$ cat src/rtl/debounce_multi_if.sv
// Bus bundle for debounce_multi: raw inputs towards the debouncer and the
// debounced levels/strobes back to the fabric.
interface debounce_multi_if #(
    parameter int unsigned C_CHANNELS = 4
);
    logic [C_CHANNELS-1:0] in_i;
    logic [C_CHANNELS-1:0] out_o;
    logic [C_CHANNELS-1:0] rise_o;
    logic [C_CHANNELS-1:0] fall_o;
    logic [C_CHANNELS-1:0] repeat_o;
    logic                  any_change_o;

    modport slave (
        input  in_i,
        output out_o, rise_o, fall_o, repeat_o, any_change_o
    );

    modport master (
        output in_i,
        input  out_o, rise_o, fall_o, repeat_o, any_change_o
    );
endinterface

$ cat src/rtl/debounce_multi.sv
// Multi-channel switch/button debouncer: per channel a 2-FF synchroniser, a
// stability counter, a debounced level and one-cycle rise/fall strobes.
// Optional auto-repeat strobes are built only when DEBOUNCE_REPEAT_EN is defined.
module debounce_multi #(
    parameter int unsigned C_CHANNELS         = 4,
    parameter int unsigned C_CLK_FRQ          = 100000000,
    parameter int unsigned C_INTERVAL_US      = 10000,
    parameter bit          C_RESET_LEVEL      = 1'b0,
    parameter int unsigned C_REPEAT_DELAY_US  = 500000,
    parameter int unsigned C_REPEAT_PERIOD_US = 100000
) (
    input logic             clk,
    input logic             rst,
    debounce_multi_if.slave bus
);
    localparam longint unsigned C_CYCLES =
        (64'(C_CLK_FRQ) * 64'(C_INTERVAL_US)) / 64'd1000000;
    localparam int unsigned CNT_W = $clog2(C_CYCLES);
    localparam logic [CNT_W-1:0] CNT_TERM = CNT_W'(C_CYCLES - 64'd1);
    localparam logic [C_CHANNELS-1:0] IDLE = {C_CHANNELS{C_RESET_LEVEL}};

    logic [C_CHANNELS-1:0] s1_q, s2_q, out_q;
    logic [C_CHANNELS-1:0] rise_q, fall_q;
    logic                  any_q;
    logic [CNT_W-1:0]      cnt_q [C_CHANNELS];
    logic [C_CHANNELS-1:0] accept_d, rise_d, fall_d;

    // Acceptance: synchronised level differs from output and counter is terminal
    always_comb begin
        accept_d = '0;
        for (int unsigned i = 0; i < C_CHANNELS; i++) begin
            accept_d[i] = (s2_q[i] != out_q[i]) && (cnt_q[i] == CNT_TERM);
        end
        rise_d = accept_d & (s2_q ^ IDLE);
        fall_d = accept_d & ~(s2_q ^ IDLE);
    end

    // Synchroniser, stability counters, debounced levels and registered strobes
    always_ff @(posedge clk) begin
        if (rst) begin
            s1_q   <= IDLE;
            s2_q   <= IDLE;
            out_q  <= IDLE;
            rise_q <= '0;
            fall_q <= '0;
            any_q  <= 1'b0;
            for (int unsigned i = 0; i < C_CHANNELS; i++) begin
                cnt_q[i] <= '0;
            end
        end else begin
            s1_q   <= bus.in_i;
            s2_q   <= s1_q;
            rise_q <= rise_d;
            fall_q <= fall_d;
            any_q  <= |accept_d;
            for (int unsigned i = 0; i < C_CHANNELS; i++) begin
                if (s2_q[i] == out_q[i]) begin
                    cnt_q[i] <= '0;
                end else if (accept_d[i]) begin
                    cnt_q[i] <= '0;
                    out_q[i] <= s2_q[i];
                end else begin
                    cnt_q[i] <= cnt_q[i] + CNT_W'(1);
                end
            end
        end
    end

    assign bus.out_o        = out_q;
    assign bus.rise_o       = rise_q;
    assign bus.fall_o       = fall_q;
    assign bus.any_change_o = any_q;

`ifdef DEBOUNCE_REPEAT_EN
    localparam longint unsigned RPT_D =
        (64'(C_CLK_FRQ) * 64'(C_REPEAT_DELAY_US)) / 64'd1000000;
    localparam longint unsigned RPT_P =
        (64'(C_CLK_FRQ) * 64'(C_REPEAT_PERIOD_US)) / 64'd1000000;
    localparam longint unsigned RPT_MAX = (RPT_D > RPT_P) ? RPT_D : RPT_P;
    localparam int unsigned RPT_W = (RPT_MAX < 64'd2) ? 1 : $clog2(RPT_MAX);
    localparam logic [RPT_W-1:0] D_TERM = RPT_W'(RPT_D - 64'd1);
    localparam logic [RPT_W-1:0] P_TERM = RPT_W'(RPT_P - 64'd1);

    logic [RPT_W-1:0]      rcnt_q [C_CHANNELS];
    logic [C_CHANNELS-1:0] rphase_q, rpt_q, rpt_hit_d, pressed_d;

    // Repeat terminal count: initial delay first, then the repeat period
    always_comb begin
        rpt_hit_d = '0;
        pressed_d = out_q ^ IDLE;
        for (int unsigned i = 0; i < C_CHANNELS; i++) begin
            rpt_hit_d[i] = rphase_q[i] ? (rcnt_q[i] == P_TERM) : (rcnt_q[i] == D_TERM);
        end
    end

    // Repeat counters restart on every acceptance and run only while pressed
    always_ff @(posedge clk) begin
        if (rst) begin
            rphase_q <= '0;
            rpt_q    <= '0;
            for (int unsigned i = 0; i < C_CHANNELS; i++) begin
                rcnt_q[i] <= '0;
            end
        end else begin
            for (int unsigned i = 0; i < C_CHANNELS; i++) begin
                if (!pressed_d[i] || rise_d[i] || fall_d[i]) begin
                    rcnt_q[i]   <= '0;
                    rphase_q[i] <= 1'b0;
                    rpt_q[i]    <= 1'b0;
                end else if (rpt_hit_d[i]) begin
                    rcnt_q[i]   <= '0;
                    rphase_q[i] <= 1'b1;
                    rpt_q[i]    <= 1'b1;
                end else begin
                    rcnt_q[i]   <= rcnt_q[i] + RPT_W'(1);
                    rpt_q[i]    <= 1'b0;
                end
            end
        end
    end

    assign bus.repeat_o = rpt_q;
`else
    assign bus.repeat_o = '0;
`endif
endmodule

$ cat src/flat_wrapper.sv
// flat-port wrapper written by rule: the top's interface ports become plain ports
module debounce_multi_flat 
#(
    parameter int unsigned C_CHANNELS         = 4,
    parameter int unsigned C_CLK_FRQ          = 100000000,
    parameter int unsigned C_INTERVAL_US      = 10000,
    parameter bit          C_RESET_LEVEL      = 1'b0,
    parameter int unsigned C_REPEAT_DELAY_US  = 500000,
    parameter int unsigned C_REPEAT_PERIOD_US = 100000
)
  (clk, rst, bus_in_i, bus_out_o, bus_rise_o, bus_fall_o, bus_repeat_o, bus_any_change_o);
  debounce_multi_if #(.C_CHANNELS(C_CHANNELS)) bus_i ();
  input logic clk;
  input logic rst;
  input wire logic [$bits(bus_i.in_i)-1:0] bus_in_i;
  output wire logic [$bits(bus_i.out_o)-1:0] bus_out_o;
  output wire logic [$bits(bus_i.rise_o)-1:0] bus_rise_o;
  output wire logic [$bits(bus_i.fall_o)-1:0] bus_fall_o;
  output wire logic [$bits(bus_i.repeat_o)-1:0] bus_repeat_o;
  output wire logic [$bits(bus_i.any_change_o)-1:0] bus_any_change_o;
  assign bus_i.in_i = bus_in_i;
  assign bus_out_o = bus_i.out_o;
  assign bus_rise_o = bus_i.rise_o;
  assign bus_fall_o = bus_i.fall_o;
  assign bus_repeat_o = bus_i.repeat_o;
  assign bus_any_change_o = bus_i.any_change_o;
  debounce_multi #(.C_CHANNELS(C_CHANNELS), .C_CLK_FRQ(C_CLK_FRQ), .C_INTERVAL_US(C_INTERVAL_US), .C_RESET_LEVEL(C_RESET_LEVEL), .C_REPEAT_DELAY_US(C_REPEAT_DELAY_US), .C_REPEAT_PERIOD_US(C_REPEAT_PERIOD_US)) u_core (.clk(clk), .rst(rst), .bus(bus_i));
endmodule
$ cat config.mk
export PLATFORM = sky130hd
export DESIGN_NAME = debounce_multi_flat
export DESIGN_NICKNAME = d
export VERILOG_FILES = /design/src/rtl/debounce_multi_if.sv /design/src/rtl/debounce_multi.sv /design/src/flat_wrapper.sv
export SDC_FILE = /design/constraint.sdc
export NUM_CORES = 1
export LEC_CHECK = 0
export ABC_AREA = 0
export BUFFER_PORTS_ARGS = -buffer_cell sky130_fd_sc_hd__buf_4
export CORE_ASPECT_RATIO = 1.25
export CORE_MARGIN = 2
export CORE_UTILIZATION = 25
export DETAILED_ROUTE_END_ITERATION = 8
export RECOVER_POWER = 100
export SYNTH_ARGS = -nofsm -noshare
export SYNTH_HDL_FRONTEND = slang
export SYNTH_SLANG_ARGS = --single-unit
$ cat constraint.sdc
create_clock -name clk -period 3.9 [get_ports clk]
set_input_delay 0 -clock clk [delete_from_list [all_inputs] [get_ports clk]]
set_output_delay 0 -clock clk [all_outputs]
set_load 0.05 [all_outputs]
---- Word-level counts from Yosys, hierarchy flattened ----
Memory sizes are Yosys's and may differ from the RTL's.
Index checks and enable logic that the tools add are counted.
word-level totals
  register bits ........................... 21
  bits in writable memories ............... 80
  input port bits ......................... 6
  output and inout port bits .............. 17
  word-level logic and storage cells ...... 112
  memories kept ........................... 1
cells by class
  add/subtract/negate cells ............... 4
  eq/ne operators ......................... 12
  multiplexer cells ....................... 58
  bitwise gates (word level) .............. 19
  reduce and logical (&&, ||, !) cells .... 9
memory list
  memory        depth  width  read ports  clocked after memory_dff  write ports  RTL line              source
  u_core.cnt_q  4      20     4           0                         4            debounce_multi.sv:25  logic [CNT_W-1:0] cnt_q [C_CHANNELS];
operator list
  kind                   number
  $mux 20                12
  $add 20x1->20 const B  4
  $eq 20x20->1 const B   4
  $mux 1                 46
  $or 1x1->1             12
  $and 4x4->4            2
  $reduce_and 2->1       4
  $eq 1x1->1             4
  $logic_and 1x1->1      4
  $ne 1x1->1             4
  $not 1->1              4
  $not 4->4              1
  $reduce_or 4->1        1

---- Depth between registers and ports, before layout ----
An unclocked memory read counts as a cell.
  depth in word-level cells ............... 9
  mapped depth ............................ 7
  mapped depth without buffers ............ 6

---- Worst setup path before layout ----
OpenSTA, ideal clock, no wires.
  path kind ............................... register -> register
  start ................................... mem u_core.cnt_q[2][13] in the netlist's numbering
  end ..................................... mem u_core.cnt_q[2][11] in the netlist's numbering, data pin
  library setup time ...................... 255 ps
  arrival ................................. 1877 ps
  required time ........................... 3645 ps
  path slack .............................. 1768 ps
  stages on the path, launching flop included .. 7
  cells stage by stage .................... edfxtp_1 -> or4b_1 -> or4_4 -> buf_6 -> nand2_4 -> buf_4 -> nor2_1
RTL lines
  element             RTL line
  start: declaration  debounce_multi.sv:25

==> metrics.md <==
| Metric | Value |
|---|---|
| Mapped Avg Cell Area | 10.8 sq um |
| CTS tree | built |
| Status | complete, no violations |
| Reg clk slew, reported paths | 0.07 ns |
| Starting Density | 0.254 |
| Fmax | 394 MHz |
| # Post-CTS Setup Buffers | 0 |
| Ys async rst share | 0 |
| Post-Route WL | 8310 um |
| Die Ht | 161 um |
| Area grow syn2layout | 19.8% |
| Gr ovfl total | 0 |
| Most frequent cell after synthesis | nor2_1 |
| Drt initial violations | 166 |
| GRT met3 Usage | 0.0149 |
| HPWL after detailed placement | 5830 um |
| Largest area contributor in the netlist | edfxtp_1 |
| CP endpoint | u_core.cnt_q[2][13] |
| Die area | 0.0209 sq mm |
| EDFF count, synth | 80 |
| Hold path start | u_core.s1_q[1] |
| Chip Width | 130 um |
| Largest delay contributor family on the critical path | simple AND/OR/NAND/NOR gates |
| Worst slew pin tran | 1.08 ns |
| Worst reg2reg path endpoint | u_core.cnt_q[2][13] |
| R2R setup slack | 1.36 ns |
| Root buf cell | clkbuf_16 |
| Post-synth top cells | nor2_1, edfxtp_1, xor2_1 |
| # port buffers | 18 |
| CP Launch Type | flop |
| Worst path slowest cell | or4_1 |
| Synthesized area | 0.00494 sq mm |
| Site Rows | 57 |
| Gpl congestion | 0.753 |
| Max Cap Viol | 0 |
| Period utilization | 0.651 |
| Area share of the largest cell type after synthesis | 0.487 |
| M2 GR Usage | 0.134 |
| Post-CTS Hold Fix Bufs | 7 |
| DRT antenna net count | 0 |
| CTS Buffer Depth | 2 |
| TritonCTS buffer count | 9 |
| Maximum VDD drop | 0.000209 V |
| GRT met1 Usage | 0.114 |
| Reg-to-Reg Start | u_core.cnt_q[2][13] |
| Final WS setup | 1.36 ns |
| IO Pins | 23 |
| HP Class | flop to flop |
| Arr. time, crit path | 2.61 ns |
| Cell variety after synth | 36 |
| Vias in the first global route | 3,154 |
| Core ar. | 0.0194 sq mm |
| CTS Sinks | 101 |
| Crit. End Element | flop |
| Most used routing layer | met2 |
| Top_reg_cell synth | edfxtp_1 |
| Required @ worst endpoint | 3.97 ns |
| TNS Setup | 0 ns |
| H-tree Lvls | 3 |
| Clock Skews | 0.0103 ns |
| Leak Pwr | 2.07 nW |
| # DRC | 0 |
| Final hold violations | 0 |
| Tot GR Track Use | 0.0863 |
| First-pass GRT wire length | 14,400 um |
| Pwr/cell area | 370 mW/mm^2 |
| DRT Pass-1 Iters | 4 |
| CTS resizes | 0 |
| Antenna diodes | 0 |
| Share of cells above drive strength 1 | 0.0353 |
| Worst path bufs/invs | 0 |
| Fillers | 2,088 |
| Final net count | 571 |
| Final setup viols | 0 |
| Routed length per placed instance | 9.99 um |
| CP Max Fanout | 18 |
| CP cell instances | or4b_1 > or4_1 > nand2_1 > nor2_1 |
| Cells after Synth | 457 |
| Vias per cell | 3.94 |
| Antenna violations before repair | 0 |
| Yosys warns | 0 |
| Seq cells post-synth | 101 |
| Crit path largest cell delay | 0.64 ns |
| Largest net degree at the start of global routing | 24 |
| Clk_lat worst skew | 0.35 ns |
| Critical Path Start | u_core.cnt_q[2][13] |
| Register area share after synthesis | 0.572 |
| Tmin final | 2.54 ns |
| Via Count | 3,276 |
| RSZ-0062 raised after global routing | no |
| R2R depth | 4 |
| Final Slew Violations | 0 |
| WP depth | 4 |
| Top post-synthesis cells by area | edfxtp_1, dfxtp_1, xor2_1 |
| Slew margin rel. | 0.278 |
| Pre-CTS setup slack | 1.48 ns |
| Critical path class | flop to flop |
area by class of cell:
type | instances | area [sq um] | area share
Sequential cell | 101 | 2820 | 0.477
Multi-Input combinational cell | 420 | 2310 | 0.391
Tap cell | 265 | 332 | 0.0561
Clock buffer | 12 | 246 | 0.0417
Timing Repair Buffer | 25 | 153 | 0.0258
Clock inverter | 4 | 31.3 | 0.00529
Inverter | 4 | 15.0 | 0.00254
placed cells by master (no fill, tap or decap), types with 2 or more instances in the layout:
| cell type | instances |
|---|---|
| conb_1 | 84 |
| nor2_1 | 99 |
| nand3b_1 | 2 |
| ha_1 | 4 |
| nor4b_1 | 5 |
| edfxtp_1 | 80 |
| xor2_1 | 48 |
| inv_6 | 2 |
| a21oi_1 | 2 |
| nand2b_1 | 6 |
| nand4_1 | 12 |
| xnor2_1 | 25 |
| nor2b_1 | 10 |
| inv_1 | 4 |
| buf_4 | 4 |
| and4_1 | 8 |
| dlygate4sd3_1 | 7 |
| nor4_1 | 3 |
| nor3_1 | 14 |
| and3_1 | 14 |
| nor4bb_1 | 2 |
| nand3_1 | 34 |
| and3_2 | 2 |
| dfxtp_1 | 21 |
| and2_1 | 2 |
| clkbuf_1 | 16 |
| nand2_1 | 31 |
| mux2i_1 | 5 |
| clkbuf_16 | 9 |
power by group:
group	switching [mW]	internal (mW)	leakage (nW)
clock	0.402	0.456	0.138
sequential	0.0391	1.20	0.996
combinational	0.0538	0.0367	0.937
total	0.495	1.69	2.07
metal layers:
layer / up-vias / part of all wire
met2: 36 / 0.44
met5: - / 0
li1: 1715 / -
met4: 0 / 0.025
met3: 14 / 0.025
met1: 1511 / 0.51
registers in the layout, indices dropped and copies added (netlist names):
register                 flops
u_core.s1_q                  4
u_core.bus.rise_o            4
u_core.cnt_q                80
u_core.s2_q                  4
u_core.bus.any_change_o      1
u_core.bus.fall_o            4
u_core.bus.out_o             4
logic make-up (layout without fill, tap and decap cells):
logic type	Yosys count	count (layout)	share of synthesized area
xor+xnor	73	73	0.130
mux	5	5	0.0101
buf+inv	18	45	0.0190
fa+ha+maj	4	4	0.0101
compound gates	6	6	0.00887
simple gates	248	248	0.249
other cells	2	84	0.00152
flops	101	101	0.572
through the flow:
step	cells	total power, mW	area, sq um	hold slack (ns)	utilization
5_1_grt	831	2.28	5910	0.462	0.305
3_3_place_gp	808	1.35	5630	0.211	0.290
6_report	831	2.19	5910	0.443	0.305
3_5_place_dp	808	1.35	5630	0.215	0.290
2_1_floorplan	539	1.33	5240	0.128	-
4_1_cts	831	2.22	5980	0.444	0.308
worst min-delay path by stage:
stage / to / slack [ns] / cells after the start
after global placement: u_core.s1_q[3] / 0.21 / 2
after floorplan: u_core.s1_q[0] / 0.13 / 1
after CTS: u_core.s2_q[1] / 0.44 / 1
after global routing: u_core.s2_q[1] / 0.46 / 1
after detailed placement: u_core.s1_q[1] / 0.21 / 2
final: u_core.s2_q[1] / 0.44 / 1
Power figures use the tool's default switching activity.
